## src/rtl/riscv_pkg.sv

```systemverilog
// Shared RV32IM decode constants, ALU opcode encoding and the decoded-control bundle.
package riscv_pkg;

  localparam logic [6:0] OPC_OP     = 7'b0110011;
  localparam logic [6:0] OPC_OP_IMM = 7'b0010011;
  localparam logic [6:0] OPC_LOAD   = 7'b0000011;
  localparam logic [6:0] OPC_STORE  = 7'b0100011;
  localparam logic [6:0] OPC_BRANCH = 7'b1100011;
  localparam logic [6:0] OPC_JAL    = 7'b1101111;
  localparam logic [6:0] OPC_JALR   = 7'b1100111;
  localparam logic [6:0] OPC_LUI    = 7'b0110111;
  localparam logic [6:0] OPC_AUIPC  = 7'b0010111;
  localparam logic [6:0] OPC_FENCE  = 7'b0001111;
  localparam logic [6:0] OPC_SYSTEM = 7'b1110011;

  localparam logic [6:0] F7_BASE   = 7'b0000000;
  localparam logic [6:0] F7_ALT    = 7'b0100000;
  localparam logic [6:0] F7_MULDIV = 7'b0000001;

  localparam logic [4:0] ALU_ADD  = 5'd0;
  localparam logic [4:0] ALU_SUB  = 5'd1;
  localparam logic [4:0] ALU_SLL  = 5'd2;
  localparam logic [4:0] ALU_SLT  = 5'd3;
  localparam logic [4:0] ALU_SLTU = 5'd4;
  localparam logic [4:0] ALU_XOR  = 5'd5;
  localparam logic [4:0] ALU_SRL  = 5'd6;
  localparam logic [4:0] ALU_SRA  = 5'd7;
  localparam logic [4:0] ALU_OR   = 5'd8;
  localparam logic [4:0] ALU_AND  = 5'd9;

  localparam logic [2:0] F3_BEQ  = 3'b000;
  localparam logic [2:0] F3_BNE  = 3'b001;
  localparam logic [2:0] F3_BLT  = 3'b100;
  localparam logic [2:0] F3_BGE  = 3'b101;
  localparam logic [2:0] F3_BLTU = 3'b110;
  localparam logic [2:0] F3_BGEU = 3'b111;

  localparam logic [2:0] F3_LB  = 3'b000;
  localparam logic [2:0] F3_LH  = 3'b001;
  localparam logic [2:0] F3_LW  = 3'b010;
  localparam logic [2:0] F3_LBU = 3'b100;
  localparam logic [2:0] F3_LHU = 3'b101;

  localparam logic [2:0] F3_SB = 3'b000;
  localparam logic [2:0] F3_SH = 3'b001;
  localparam logic [2:0] F3_SW = 3'b010;

  typedef struct packed {
    logic [31:0] imm;
    logic [4:0]  alu_op;
    logic [4:0]  div_op;
    logic        reg_write;
    logic        alu_src;
    logic        is_branch;
    logic        jal_jump;
    logic        jalr_jump;
    logic        is_load;
    logic        is_store;
    logic        div_start;
    logic        is_div_instruction;
    logic        is_lui;
    logic        is_auipc;
    logic        decoder_illegal;
    logic        cpu_halt;
    logic [2:0]  b_type;
    logic [2:0]  load_type;
    logic [2:0]  store_type;
  } ctrl_t;

  // Register-register and register-immediate ops share one funct3 map;
  // alt selects SUB (funct3 000) or SRA (funct3 101).
  function automatic logic [4:0] alu_op_from_f3(input logic [2:0] f3, input logic alt);
    logic [4:0] op;
    case (f3)
      3'b000:  op = alt ? ALU_SUB : ALU_ADD;
      3'b001:  op = ALU_SLL;
      3'b010:  op = ALU_SLT;
      3'b011:  op = ALU_SLTU;
      3'b100:  op = ALU_XOR;
      3'b101:  op = alt ? ALU_SRA : ALU_SRL;
      3'b110:  op = ALU_OR;
      default: op = ALU_AND;
    endcase
    return op;
  endfunction

endpackage

```

## src/rtl/alu.sv

```systemverilog
// Combinational integer ALU; unassigned opcodes yield zero.
module alu
  import riscv_pkg::*;
#(
  parameter int XLEN = 32
) (
  input  logic [4:0]      op,
  input  logic [XLEN-1:0] a,
  input  logic [XLEN-1:0] b,
  output logic [XLEN-1:0] result
);

  logic signed [XLEN-1:0] a_s;
  logic signed [XLEN-1:0] b_s;
  logic        [4:0]      shamt;

  assign a_s   = a;
  assign b_s   = b;
  assign shamt = b[4:0];

  // Operation select; arithmetic wraps at XLEN bits.
  always_comb begin
    result = '0;
    case (op)
      ALU_ADD:  result = a + b;
      ALU_SUB:  result = a - b;
      ALU_SLL:  result = a << shamt;
      ALU_SLT:  result = {{(XLEN-1){1'b0}}, (a_s < b_s)};
      ALU_SLTU: result = {{(XLEN-1){1'b0}}, (a < b)};
      ALU_XOR:  result = a ^ b;
      ALU_SRL:  result = a >> shamt;
      ALU_SRA:  result = a_s >>> shamt;
      ALU_OR:   result = a | b;
      ALU_AND:  result = a & b;
      default:  result = '0;
    endcase
  end

endmodule

```

## src/rtl/branch_unit.sv

```systemverilog
// Combinational branch-condition evaluation on the two register operands.
module branch_unit
  import riscv_pkg::*;
#(
  parameter int XLEN = 32
) (
  input  logic            is_branch,
  input  logic [2:0]      b_type,
  input  logic [XLEN-1:0] rs1_val,
  input  logic [XLEN-1:0] rs2_val,
  output logic            take_branch
);

  logic signed [XLEN-1:0] rs1_s;
  logic signed [XLEN-1:0] rs2_s;
  logic                   cond;

  assign rs1_s = rs1_val;
  assign rs2_s = rs2_val;

  // Condition per funct3, gated so non-branches never take.
  always_comb begin
    cond = 1'b0;
    case (b_type)
      F3_BEQ:  cond = (rs1_val == rs2_val);
      F3_BNE:  cond = (rs1_val != rs2_val);
      F3_BLT:  cond = (rs1_s < rs2_s);
      F3_BGE:  cond = (rs1_s >= rs2_s);
      F3_BLTU: cond = (rs1_val < rs2_val);
      F3_BGEU: cond = (rs1_val >= rs2_val);
      default: cond = 1'b0;
    endcase
    take_branch = is_branch && cond;
  end

endmodule

```

## src/rtl/decoder.sv

```systemverilog
// Combinational RV32IM instruction decoder producing the control bundle and immediate.
module decoder
  import riscv_pkg::*;
(
  input  logic [31:0] instr,
  output ctrl_t       ctrl
);

  logic [6:0]  opcode;
  logic [2:0]  funct3;
  logic [6:0]  funct7;
  logic [31:0] imm_i;
  logic [31:0] imm_s;
  logic [31:0] imm_b;
  logic [31:0] imm_u;
  logic [31:0] imm_j;
  logic        illegal;

  assign opcode = instr[6:0];
  assign funct3 = instr[14:12];
  assign funct7 = instr[31:25];

  assign imm_i = {{20{instr[31]}}, instr[31:20]};
  assign imm_s = {{20{instr[31]}}, instr[31:25], instr[11:7]};
  assign imm_b = {{19{instr[31]}}, instr[31], instr[7], instr[30:25], instr[11:8], 1'b0};
  assign imm_u = {instr[31:12], 12'b0};
  assign imm_j = {{11{instr[31]}}, instr[31], instr[19:12], instr[20], instr[30:21], 1'b0};

  // Flags are raised only on legal paths, so an illegal word leaves every enable at 0.
  always_comb begin
    ctrl    = '0;
    illegal = 1'b0;
    case (opcode)
      OPC_OP: begin
        if (funct7 == F7_MULDIV) begin
          ctrl.is_div_instruction = 1'b1;
          ctrl.div_start          = 1'b1;
          ctrl.div_op             = {2'b00, funct3};
          ctrl.reg_write          = 1'b1;
        end else if (funct7 == F7_BASE || funct7 == F7_ALT) begin
          ctrl.alu_op    = alu_op_from_f3(funct3, funct7[5] && (funct3 == 3'b000 || funct3 == 3'b101));
          ctrl.reg_write = 1'b1;
        end else begin
          illegal = 1'b1;
        end
      end
      OPC_OP_IMM: begin
        ctrl.imm       = imm_i;
        ctrl.alu_op    = alu_op_from_f3(funct3, (funct3 == 3'b101) && instr[30]);
        ctrl.alu_src   = 1'b1;
        ctrl.reg_write = 1'b1;
      end
      OPC_LOAD: begin
        ctrl.imm = imm_i;
        if (funct3 == 3'b011 || funct3 == 3'b110 || funct3 == 3'b111) begin
          illegal = 1'b1;
        end else begin
          ctrl.is_load   = 1'b1;
          ctrl.load_type = funct3;
          ctrl.alu_src   = 1'b1;
          ctrl.reg_write = 1'b1;
        end
      end
      OPC_STORE: begin
        ctrl.imm = imm_s;
        if (funct3 > F3_SW) begin
          illegal = 1'b1;
        end else begin
          ctrl.is_store   = 1'b1;
          ctrl.store_type = funct3;
          ctrl.alu_src    = 1'b1;
        end
      end
      OPC_BRANCH: begin
        ctrl.imm = imm_b;
        if (funct3 == 3'b010 || funct3 == 3'b011) begin
          illegal = 1'b1;
        end else begin
          ctrl.is_branch = 1'b1;
          ctrl.b_type    = funct3;
        end
      end
      OPC_JAL: begin
        ctrl.imm       = imm_j;
        ctrl.jal_jump  = 1'b1;
        ctrl.reg_write = 1'b1;
      end
      OPC_JALR: begin
        ctrl.imm       = imm_i;
        ctrl.jalr_jump = 1'b1;
        ctrl.alu_src   = 1'b1;
        ctrl.reg_write = 1'b1;
      end
      OPC_LUI: begin
        ctrl.imm       = imm_u;
        ctrl.is_lui    = 1'b1;
        ctrl.reg_write = 1'b1;
      end
      OPC_AUIPC: begin
        ctrl.imm       = imm_u;
        ctrl.is_auipc  = 1'b1;
        ctrl.alu_src   = 1'b1;
        ctrl.reg_write = 1'b1;
      end
      OPC_FENCE: begin
        ctrl.imm = imm_i;
      end
      OPC_SYSTEM: begin
        ctrl.imm      = imm_i;
        ctrl.cpu_halt = 1'b1;
      end
      default: begin
        illegal = 1'b1;
      end
    endcase
    ctrl.decoder_illegal = illegal;
  end

endmodule

```

## src/rtl/alu_branch_decoder.sv

```systemverilog
// Decode + execute of one RV32IM instruction, registered once at the execute/memory boundary.
module alu_branch_decoder
  import riscv_pkg::*;
#(
  parameter int XLEN = 32
) (
  input  logic            clk,
  input  logic            reset,
  input  logic            stall,
  input  logic [31:0]     instr,
  input  logic [XLEN-1:0] pc,
  input  logic [XLEN-1:0] rs1_val,
  input  logic [XLEN-1:0] rs2_val,
  output logic [4:0]      rd,
  output logic [4:0]      rs1,
  output logic [4:0]      rs2,
  output logic [31:0]     imm,
  output logic [4:0]      alu_op,
  output logic [4:0]      div_op,
  output logic            reg_write,
  output logic            alu_src,
  output logic            is_branch,
  output logic            jal_jump,
  output logic            jalr_jump,
  output logic            is_load,
  output logic            is_store,
  output logic            div_start,
  output logic            is_div_instruction,
  output logic            is_lui,
  output logic            is_auipc,
  output logic            decoder_illegal,
  output logic            cpu_halt,
  output logic [2:0]      b_type,
  output logic [2:0]      load_type,
  output logic [2:0]      store_type,
  output logic [XLEN-1:0] alu_result,
  output logic            take_branch,
  output logic [XLEN-1:0] pc_target
);

  ctrl_t           dec_p0;
  logic [XLEN-1:0] op_a_p0;
  logic [XLEN-1:0] op_b_p0;
  logic [XLEN-1:0] alu_res_p0;
  logic [XLEN-1:0] jalr_sum_p0;
  logic [XLEN-1:0] target_p0;
  logic            take_p0;

  ctrl_t           ctrl_p1;
  logic [XLEN-1:0] alu_result_p1;
  logic [XLEN-1:0] pc_target_p1;
  logic            take_p1;

  // ---- stage 0: combinational decode and execute ----
  assign rd  = instr[11:7];
  assign rs1 = instr[19:15];
  assign rs2 = instr[24:20];

  decoder u_decoder (
    .instr (instr),
    .ctrl  (dec_p0)
  );

  assign op_a_p0 = dec_p0.is_auipc ? pc : rs1_val;
  assign op_b_p0 = dec_p0.alu_src ? dec_p0.imm : rs2_val;

  alu #(.XLEN(XLEN)) u_alu (
    .op     (dec_p0.alu_op),
    .a      (op_a_p0),
    .b      (op_b_p0),
    .result (alu_res_p0)
  );

  branch_unit #(.XLEN(XLEN)) u_branch_unit (
    .is_branch   (dec_p0.is_branch),
    .b_type      (dec_p0.b_type),
    .rs1_val     (rs1_val),
    .rs2_val     (rs2_val),
    .take_branch (take_p0)
  );

  // JALR clears bit 0 of the sum; everything else is PC-relative.
  assign jalr_sum_p0 = rs1_val + dec_p0.imm;
  assign target_p0   = dec_p0.jalr_jump ? {jalr_sum_p0[XLEN-1:1], 1'b0} : (pc + dec_p0.imm);

  // ---- stage 1: execute/memory boundary register, held while stalled ----
  always_ff @(posedge clk or negedge reset) begin
    if (!reset) begin
      ctrl_p1       <= '0;
      alu_result_p1 <= '0;
      pc_target_p1  <= '0;
      take_p1       <= 1'b0;
    end else if (!stall) begin
      ctrl_p1       <= dec_p0;
      alu_result_p1 <= alu_res_p0;
      pc_target_p1  <= target_p0;
      take_p1       <= take_p0;
    end
  end

  assign imm                = ctrl_p1.imm;
  assign alu_op             = ctrl_p1.alu_op;
  assign div_op             = ctrl_p1.div_op;
  assign reg_write          = ctrl_p1.reg_write;
  assign alu_src            = ctrl_p1.alu_src;
  assign is_branch          = ctrl_p1.is_branch;
  assign jal_jump           = ctrl_p1.jal_jump;
  assign jalr_jump          = ctrl_p1.jalr_jump;
  assign is_load            = ctrl_p1.is_load;
  assign is_store           = ctrl_p1.is_store;
  assign div_start          = ctrl_p1.div_start;
  assign is_div_instruction = ctrl_p1.is_div_instruction;
  assign is_lui             = ctrl_p1.is_lui;
  assign is_auipc           = ctrl_p1.is_auipc;
  assign decoder_illegal    = ctrl_p1.decoder_illegal;
  assign cpu_halt           = ctrl_p1.cpu_halt;
  assign b_type             = ctrl_p1.b_type;
  assign load_type          = ctrl_p1.load_type;
  assign store_type         = ctrl_p1.store_type;
  assign alu_result         = alu_result_p1;
  assign pc_target          = pc_target_p1;
  assign take_branch        = take_p1;

endmodule

```

## config.mk

```make
export PLATFORM = sky130hd
export DESIGN_NAME = alu_branch_decoder
export DESIGN_NICKNAME = d
export VERILOG_FILES = /design/src/rtl/riscv_pkg.sv /design/src/rtl/alu.sv /design/src/rtl/branch_unit.sv /design/src/rtl/decoder.sv /design/src/rtl/alu_branch_decoder.sv
export SDC_FILE = /design/constraint.sdc
export NUM_CORES = 1
export LEC_CHECK = 0
export BUFFER_PORTS_ARGS = -buffer_cell sky130_fd_sc_hd__buf_4
export CORE_MARGIN = 8
export CORE_UTILIZATION = 35
export DETAILED_ROUTE_END_ITERATION = 6
export PLACE_DENSITY = 0.49
export SLEW_MARGIN = 0
export SYNTH_ARGS = -nofsm -noshare
export SYNTH_HDL_FRONTEND = slang
export SYNTH_SLANG_ARGS = --single-unit
```

## constraint.sdc

```tcl
create_clock -name clk -period 1.1 [get_ports clk]
set_input_delay 0.22 -clock clk [delete_from_list [all_inputs] [get_ports clk]]
set_output_delay 0.22 -clock clk [all_outputs]
set_load 0.01 [all_outputs]
```

### Yosys cells after proc, flatten, opt, wreduce, memory -nomap -nowiden

Index checks and enable logic that the tools add are counted.

* output and inout port bits: 144
* register bits: 129

* $lt $le $gt $ge: 7
* shifts and indexed selects: 3
* add/subtract/negate cells: 4
* muxes and demuxes: 47
* equality and inequality tests: 36
* bitwise gates (word level): 3
* reduce and logical (&&, ||, !) cells: 17

Operator list (count)
* $pmux 32 s10: 1
* $pmux 32 s5: 1
* $lt 32x32->1: 4
* $add 32x32->32: 3
* $mux 32: 3
* $pmux 5 s7: 2
* $ge 32x32->1: 2
* $and 32x32->32: 1
* $eq 32x32->1: 1
* $ne 32x32->1: 1
* $or 32x32->32: 1
* $shl 32x5->32: 1
* $shr 32x5->32: 1
* $sshr 32x5->32: 1
* $sub 32x32->32: 1
* $xor 32x32->32: 1
* $eq 7x6->1 const B: 4
* $eq 7x7->1 const B: 4
* $eq 3x3->1 const B: 8
* $mux 3: 8
* $mux 1: 22
* $eq 5x3->1 const B: 4
* $eq 7x5->1 const B: 2
* $eq 5x2->1 const B: 2
* 23 further kinds: 38

### Depth between registers and ports, before layout

Gate-level depths: netlist of run 1.

* word-level depth: 10
* gate-level depth with buffers: 24

### By module

A second synthesis of run 1 with hierarchy kept.

* cells, all modules: 2508
* area, all modules: 20114.3 µm²

By module, submodules not included
* alu_branch_decoder: area an instance 9331.4 µm², cells an instance 922, sequential area each 3228.1 µm², times used 1
* alu: area an instance 8834.7 µm², cells an instance 1298, sequential area each 0.0 µm², times used 1
* decoder: area an instance 1004.7 µm², cells an instance 160, sequential area each 0.0 µm², times used 1
* branch_unit: area an instance 943.4 µm², cells an instance 128, sequential area each 0.0 µm², times used 1

### Worst setup path before layout of run 1

Ideal clock, no wire load.

* kind: input -> register
* start point: in instr[4]
* end point: reg alu_result_p1[30], in the netlist alu_result[30]
* setup slack: -3.770 ns
* buffers on the path: 3
* stages on the path: 21
* required time: 0.971 ns
* arrival time: 4.741 ns
* cell sequence: and4b_1 > buf_2 > nand4b_2 > nand4b_4 > mux2_4 > buf_4 > buf_2 > ha_1 > fa_1 > a211oi_2 > o31ai_1 > a31oi_2 > a21oi_1 > o41a_1 > a21oi_2 > nand2b_1 > nor3_1 > or4b_4 > o311ai_1 > xor2_1 > o21ai_1

* word-level cells in the longest chain between the ends: 6

Ends and longest elaborated chain
* from (decl): RTL line alu_branch_decoder.sv:10 `input logic [31:0] instr,`
* $eq 7x4->1, or another cell as far along: RTL line decoder.sv:33 `case (opcode)`
* $reduce_or 5->1 (no source line), or another cell as far along
* $pmux 32 s5 or $pmux 1 s3 (tied branches): RTL line decoder.sv:33
* $mux 32: RTL line alu_branch_decoder.sv:65 `assign op_b_p0 = dec_p0.alu_src ? dec_p0.imm : rs2_val;`
* $sub 32x32->32, or another cell as far along: RTL line alu.sv:26 `ALU_SUB: result = a - b;`
* $pmux 32 s10 *: RTL line alu.sv:24 `case (op)`
* to (signal assigned): RTL line alu_branch_decoder.sv:95 `alu_result_p1 <= alu_res_p0;`
* to (decl): RTL line alu_branch_decoder.sv:50 `logic [XLEN-1:0] alu_result_p1;`

Every way passes the cells marked *; elsewhere a longest branch is shown, timed or not.
A chain may end at the register's enable or synchronous reset.

### Worst setup path after layout of run 1

* start point: in instr[3]
* end point: reg alu_result_p1[30], in the netlist alu_result[30]

Same word-level chain as after synthesis.

==> results of run 1 <==
## synth_stat cells (28+ instances only)
cell | count | area share
sky130_fd_sc_hd__a211oi_1 | 54 | 0.022
sky130_fd_sc_hd__a21o_1 | 61 | 0.025
sky130_fd_sc_hd__a21oi_1 | 233 | 0.063
sky130_fd_sc_hd__a31oi_1 | 28 | 0.0095
sky130_fd_sc_hd__buf_2 | 39 | 0.011
sky130_fd_sc_hd__buf_4 | 29 | 0.012
sky130_fd_sc_hd__clkbuf_1 | 87 | 0.018
sky130_fd_sc_hd__dfrtp_1 | 125 | 0.17
sky130_fd_sc_hd__ha_1 | 190 | 0.13
sky130_fd_sc_hd__inv_1 | 147 | 0.030
sky130_fd_sc_hd__mux2_2 | 60 | 0.036
sky130_fd_sc_hd__mux2i_1 | 84 | 0.045
sky130_fd_sc_hd__nand2_1 | 311 | 0.063
sky130_fd_sc_hd__nand2b_1 | 36 | 0.012
sky130_fd_sc_hd__nand3_1 | 66 | 0.018
sky130_fd_sc_hd__nor2_1 | 185 | 0.037
sky130_fd_sc_hd__nor3_1 | 54 | 0.015
sky130_fd_sc_hd__o21ai_0 | 199 | 0.054
sky130_fd_sc_hd__xnor2_1 | 43 | 0.020
sky130_fd_sc_hd__xor2_1 | 29 | 0.014
## routing by layer
layer / share of wire / wire [um] / global-route usage
met1: 0.41 / 44600 / 0.432
met2: 0.46 / 50400 / 0.564
met3: 0.080 / 8790 / 0.0735
met4: 0.051 / 5620 / 0.165
met5: 0 / 0 / 0
## report_power, final
part / internal (uW) / switching (uW)
Combinational: 6790 / 7230
Clock: 3750 / 2800
Sequential: 5020 / 347
Total: 15600 / 10400
## cells by family (layout without fill, tap and decap cells)
logic type | after synthesis | after routing | synth area share
simple gates | 789 | 789 | 0.196
compound gates | 870 | 870 | 0.303
flops | 125 | 125 | 0.169
xor+xnor | 72 | 72 | 0.0340
fa+ha+maj | 194 | 194 | 0.133
mux | 150 | 150 | 0.0874
buf+inv | 327 | 1526 | 0.0769
other cells | 1 | 3 | 0.000202
## per-stage QoR
stage,worst slack [ns],power [uW]
after floorplan,-3.43,11000
after global placement,-4.03,17500
after detailed placement,-4.00,17600
after CTS,-3.12,25200
after global routing,-3.36,27000
final,-3.26,25900
## final cells by class
class	count	area, um^2	share of cell area
inverter	151	573	0.0173
timing repair buffer	1343	11000	0.333
tap	688	861	0.0260
multi-input combinational	2078	16900	0.510
clock buffer	20	467	0.0141
clock inverter	12	158	0.00476
sequential	125	3140	0.0948
## worst max path at each step
stage / from / endpoint
after CTS: instr[3] / alu_result[30]
after detailed placement: instr[3] / alu_result[0]
after global placement: instr[2] / alu_result[0]
after floorplan: instr[4] / alu_result[30]
after global routing: instr[3] / alu_result[30]
final: instr[3] / alu_result[30]
## worst register-to-register path, cell delays in order, from the launching register on
cell and delay, ns:
sky130_fd_sc_hd__dfrtp_1 0.40, sky130_fd_sc_hd__a21oi_1 0.31, sky130_fd_sc_hd__nor2_1 0.09, sky130_fd_sc_hd__a21oi_1 0.23
sky130_fd_sc_hd__o41ai_2 0.12
## what timing repair did
| item | CTS | global route |
|---|---|---|
| setup buffers | 87 | 47 |
| endpoints found under the setup margin | 244 | 245 |
| hold endpoints to repair | 125 | 0 |
| hold buffers | 1 | 0 |
| resized for setup | 469 | 194 |
| gates cloned | 0 | 1 |
| pin swaps | 195 | 158 |
## state kept, by name, indices dropped and copies added (netlist names)
register / count
is_auipc: 1
is_load: 1
pc_target: 32
div_start: 1
decoder_illegal: 1
alu_op: 4
imm: 32
reg_write: 1
load_type: 3
is_lui: 1
b_type: 3
alu_result: 32
jalr_jump: 1
cpu_halt: 1
alu_src: 1
div_op: 3
is_branch: 1
is_store: 1
store_type: 3
take_branch: 1
jal_jump: 1
==> impl_results.md, run 1 <==
* Yosys cell types at between 90 and 100
* Violations in the final reports: negative setup slack
* HP Class: input pin to flip-flop
* Initial cell density of the core at 0.353
* Final antenna-violating net count at 0
* TritonCTS clock tree: yes
* Die width at around 250 um
* Largest stage delay on the critical path at roughly 0.57 ns
* Final number of setup-violating endpoints at 244
* Clock net sink count at around 130
* Post-synth EDFFs at 0
* Time the final worst path needs with I/O delays and setup at between 4 and 5 ns
* Aggregate routed wire length at 109 mm
* Utilization of the core after routing at 0.632
* Filler cells at approximately 4700
* Setup crit end kind: flip-flop
* Final RePlAce weighted congestion at 1.04
* Die extent in y at about 250 um
* Cell count of the worst hold path at 4
* Portion of the post-synthesis area used by sequential elements at 0.169
* Placed cell count at ~4300
* Logic depth of the worst setup path including buffers at 21
* Leading cell type in the layout, fill and taps excluded: sky130_fd_sc_hd__buf_4
* Number of max-slew violations in the final report at 0
* Finished layout cell area at between 0.03 and 0.04 mm^2
* Relative slew slack at 0.380
* Synth warn at 0
* Total I/O pin count at between 200 and 300
* Smallest hold slack at 0.115 ns
* Reported leakage power at about 0.016 uW
* Critical path, cell by cell: buf_6 > buf_6 > nand4b_1 > nor2b_4 > nand4b_4 > mux2_4 > buf_6 > ha_4 > fa_2 > a211oi_4 > o31ai_4 > a31oi_4 > a21oi_2 > o41a_1 > a21oi_2 > nand2b_4 > nor3_2 > or4b_4 > o311ai_4 > xor2_1 > o21ai_1
* Prevailing post-synth register cell: sky130_fd_sc_hd__dfrtp_1
* Clock-pin transition on the worst setup and hold timing paths at approximately 0.07 ns
* Commonest cells after routing, fill and taps aside: 1152 x sky130_fd_sc_hd__buf_4, 274 x sky130_fd_sc_hd__nand2_1, 168 x sky130_fd_sc_hd__nor2_1
* P&R area growth vs syn at 78.9%
* Arrival time of the worst setup path at around 4.7 ns
* Category of the worst setup path launch point: input pin
* # diodes at 0
* Hold Fails Final Rpt at 0
* Source of the worst register-to-register timing path: take_branch
* Die ar. at about 0.061 mm^2
* Total grt overflow at 0
* DRT Pass-1 Iters at 7
* Skew-Pair Late Insertion Delay at around 0.5 ns
* Clock buffer depth at 2
* CP delay by family, top: compound AO/OA/AOI/OAI gates
* Global-route wire length before repair at approximately 160 mm
* GRT Overall Usage at 0.346
* Max Clock Skew at 0 ns
* Post-layout net count at ~4000
* Number of register bits inferred by synthesis at 125
* Via count of the first global-routing pass at about 25000
* Number of cell rows at 84
* Initial DRC Count at between 1500 and 2000
* Total power density per cell area at between 700 and 800 mW/mm^2
* Share of post-route cells with drive strength above 1 at 0.505
* Result of the run: complete, but fails checks
* Number of maximum-capacitance constraint violations at 0
* Buf/Inv on CP at 3
* Setup repair after global routing missed its margin: yes
* Post-Syn Instances at ~2500
* Largest net degree at the start of global routing at between 60 and 70
* Critical path type: input pin to flip-flop
* Actual slew at the worst max-slew pin at 0.927 ns
* Buffer type at the clock tree root: sky130_fd_sc_hd__clkbuf_16
* Number of antenna violations at the first check in global routing at 0
* Via count at 25076
* Area of the mapped netlist at ~0.019 mm^2
* Maximum fanout along the worst path at 4
* Mapped Avg Cell Area at roughly 7.3 um^2
* H-tree Lvls at 4
* Async set-or-reset flop fraction in the synthesized netlist at 1.00
* Fraction of the cycle the final worst path needs at 3.96
* Finished Layout Cells at between 4000 and 5000
* R2R setup slack at -0.18 ns
* Logic depth of the worst register-to-register path at 4
* Area of the core at approximately 0.052 mm^2
* Dpl hpwl at 87.4 mm
* CTS Buf Count at 17
* Drt drc at 0
* Wire length per cell after detailed routing at about 25 um
* IR drop worst, VDD at about 1.4 mV
* Slowest cell on the critical path: sky130_fd_sc_hd__or4b_4
* Number of port buffers at 271
* F_max at between 0.2 and 0.25 GHz
* Total cell area at the placement stage at around 0.029 mm^2
* Smallest setup slack after layout at -3.26 ns
* CP Data Required Time at ~1.5 ns
* Hold worst-path end: imm[6]
* Endpoint of the worst-slack reg-to-reg timing path: take_branch
* Cell mode on critical path: sky130_fd_sc_hd__buf_6
* Post-DR vias/cell at between 5 and 6
* Total Neg Setup Slack at -199.58 ns
* Worst Hold Launch: instr[26]
(Power assumes the default switching activity.)
==> run 2: changes to the inputs <==
==> constraint.sdc (replaced) <==
create_clock -name clk -period 1.1 [get_ports clk]
set_input_delay 0.11 -clock clk [delete_from_list [all_inputs] [get_ports clk]]
set_output_delay 0.11 -clock clk [all_outputs]
set_load 0.01 [all_outputs]
==> run 2 against run 1 <==
The flow still finishes with violations (negative setup slack). Worst hold slack worse by 0.078 ns. Via count up 0.78%. Global-route usage down 0.18 points. Cell area up 0.16%. Final cell count about the same. Sequential power about the same. Wire length up 0.92%. Utilization up 0.10 points. Clock power down 10%. Largest cell class unchanged. Largest power group unchanged.
==> impl_results.md, run 2 (synthesis results as in run 1) <==
* Skew-Pair Late Insertion Delay at roughly 0.50 ns
* Final number of setup-violating endpoints at between 200 and 300
* Final RePlAce weighted congestion at approximately 1.0
* Logic depth of the worst register-to-register path at 4
* Initial cell density of the core at 0.353
* Maximum fanout along the worst path at 5
* Via count at roughly 25000
* R2R setup slack at -0.05 ns
* Buffer type at the clock tree root: sky130_fd_sc_hd__clkbuf_16
* F_max at 0.235 GHz
* Die extent in y at about 250 um
* GRT Overall Usage at 0.345
* Number of maximum-capacitance constraint violations at 0
* Critical path type: input pin to flip-flop
* Violations in the final reports: negative setup slack
* Reported leakage power at between 0.015 and 0.02 uW
* Area of the core at ~0.052 mm^2
* Clock buffer depth at 2
* Max Clock Skew at 0 ns
* Fraction of the cycle the final worst path needs at 3.86
* Smallest hold slack at around 0.037 ns
* Post-DR vias/cell at about 5.7
* Total power density per cell area at 772 mW/mm^2
* Setup crit end kind: flip-flop
* Number of antenna violations at the first check in global routing at 4
* HP Class: input pin to flip-flop
* Finished Layout Cells at 4415
* CTS Buf Count at 17
* CP Data Required Time at ~1.5 ns
* Category of the worst setup path launch point: input pin
* H-tree Lvls at 4
* Placed cell count at ~4300
* Worst Hold Launch: instr[25]
* Share of post-route cells with drive strength above 1 at 0.508
* Total grt overflow at 0
* Setup repair after global routing missed its margin: yes
* Time the final worst path needs with I/O delays and setup at between 4 and 5 ns
* Result of the run: complete, but fails checks
* Die ar. at slightly above 0.06 mm^2
* Leading cell type in the layout, fill and taps excluded: sky130_fd_sc_hd__buf_4
* Drt drc at 0
* # diodes at 0
* Smallest setup slack after layout at -3.15 ns
* Hold worst-path end: imm[5]
* Number of max-slew violations in the final report at 0
* Source of the worst register-to-register timing path: take_branch
* Post-layout net count at roughly 4000
* Clock net sink count at ~130
* Number of cell rows at 84
* Die width at roughly 250 um
* Dpl hpwl at a little under 90 mm
* Clock-pin transition on the worst setup and hold timing paths at 0.06 ns
* Wire length per cell after detailed routing at roughly 25 um
* Initial DRC Count at 2172
* Hold Fails Final Rpt at 0
* Via count of the first global-routing pass at 24873
* Number of port buffers at 271
* P&R area growth vs syn at 79.2%
* TritonCTS clock tree: yes
* Arrival time of the worst setup path at 4.63 ns
* Aggregate routed wire length at ~110 mm
* Endpoint of the worst-slack reg-to-reg timing path: take_branch
* Total cell area at the placement stage at about 0.029 mm^2
* Actual slew at the worst max-slew pin at 0.754 ns
* Largest net degree at the start of global routing at between 60 and 70
* Total I/O pin count at between 200 and 300
* Global-route wire length before repair at about 160 mm
* Cell count of the worst hold path at 4
* Finished layout cell area at ~0.033 mm^2
* Relative slew slack at 0.497
* IR drop worst, VDD at roughly 1.4 mV
* PnR Total Power at 25600 uW
* Commonest cells after routing, fill and taps aside: 1186 x sky130_fd_sc_hd__buf_4, 275 x sky130_fd_sc_hd__nand2_1, 161 x sky130_fd_sc_hd__nor2_1
* Final antenna-violating net count at 0
* DRT Pass-1 Iters at 6
-- run 2: worst max path at each step --
stage	endpoint	depth (start not counted)	from	slack, ns
2_1_floorplan	alu_result[30]	21	instr[4]	-3.32
3_3_place_gp	alu_result[0]	24	instr[3]	-3.97
3_5_place_dp	alu_result[0]	24	instr[3]	-4.00
4_1_cts	alu_result[30]	21	instr[3]	-3.14
5_1_grt	alu_result[29]	24	instr[3]	-3.29
6_report	alu_result[29]	27	instr[3]	-3.15
-- run 2: what timing repair did --
| item | 4_1_cts | 5_1_grt |
|---|---|---|
| gates resized for setup | 321 | 338 |
| hold buffers | 2 | 0 |
| endpoints found under the hold margin | 128 | 0 |
| setup buffers | 61 | 76 |
| gates cloned | 3 | 2 |
| endpoints found under the setup margin | 238 | 255 |
| pin swaps | 175 | 183 |
-- run 2: worst max-delay path, stage by stage --
cell and delay [ns]:
sky130_fd_sc_hd__buf_8 0.10, sky130_fd_sc_hd__buf_6 0.11, sky130_fd_sc_hd__buf_8 0.12, sky130_fd_sc_hd__buf_6 0.11, sky130_fd_sc_hd__nor2_4 0.20, sky130_fd_sc_hd__o21ai_4 0.10, sky130_fd_sc_hd__a21boi_2 0.21, sky130_fd_sc_hd__a22o_1 0.22
sky130_fd_sc_hd__nor2_1 0.06, sky130_fd_sc_hd__a21o_1 0.21, sky130_fd_sc_hd__buf_6 0.14, sky130_fd_sc_hd__ha_4 0.22, sky130_fd_sc_hd__a21o_1 0.17, sky130_fd_sc_hd__a21oi_2 0.19, sky130_fd_sc_hd__buf_4 0.16, sky130_fd_sc_hd__a21oi_4 0.06
sky130_fd_sc_hd__o211ai_1 0.22, sky130_fd_sc_hd__buf_4 0.18, sky130_fd_sc_hd__a21oi_4 0.06, sky130_fd_sc_hd__o41a_1 0.44, sky130_fd_sc_hd__a221oi_4 0.33, sky130_fd_sc_hd__buf_4 0.16, sky130_fd_sc_hd__o41a_1 0.26, sky130_fd_sc_hd__buf_4 0.17
sky130_fd_sc_hd__nor2b_1 0.04, sky130_fd_sc_hd__a31oi_1 0.18, sky130_fd_sc_hd__a2bb2oi_2 0.08
-- run 2: area by class of cell --
cell class / count / area, um^2
Inverter: 151 / 591
Clock buffer: 19 / 443
Sequential cell: 125 / 3130
Fill cell: 4661 / 19300
Multi-Input combinational cell: 2078 / 16900
Timing Repair Buffer: 1342 / 11100
Clock inverter: 12 / 115
Tap cell: 688 / 861
-- run 2: report_power, final --
part	total, uW	switching [uW]	internal, uW
combinational	14400	7390	7000
sequential	5350	333	5010
clock	5880	2720	3160
-- run 2: per-stage QoR --
step	setup WS, ns	util	setup TNS, ns
6_report	-3.15	0.633	-167.40
5_1_grt	-3.29	0.633	-180.80
3_5_place_dp	-4.00	0.550	-236.57
4_1_cts	-3.14	0.597	-163.34
2_1_floorplan	-3.32	-	-145.01
3_3_place_gp	-3.97	0.550	-231.78
-- run 2: per-layer routing --
layer  wire length (um)  up-vias  GRT usage
met5                  0        -          0
met4               5760        0      0.152
met3               8850      275     0.0684
met2              51200     1199      0.575
met1              44600    12241      0.427
li1                   -    11557          -
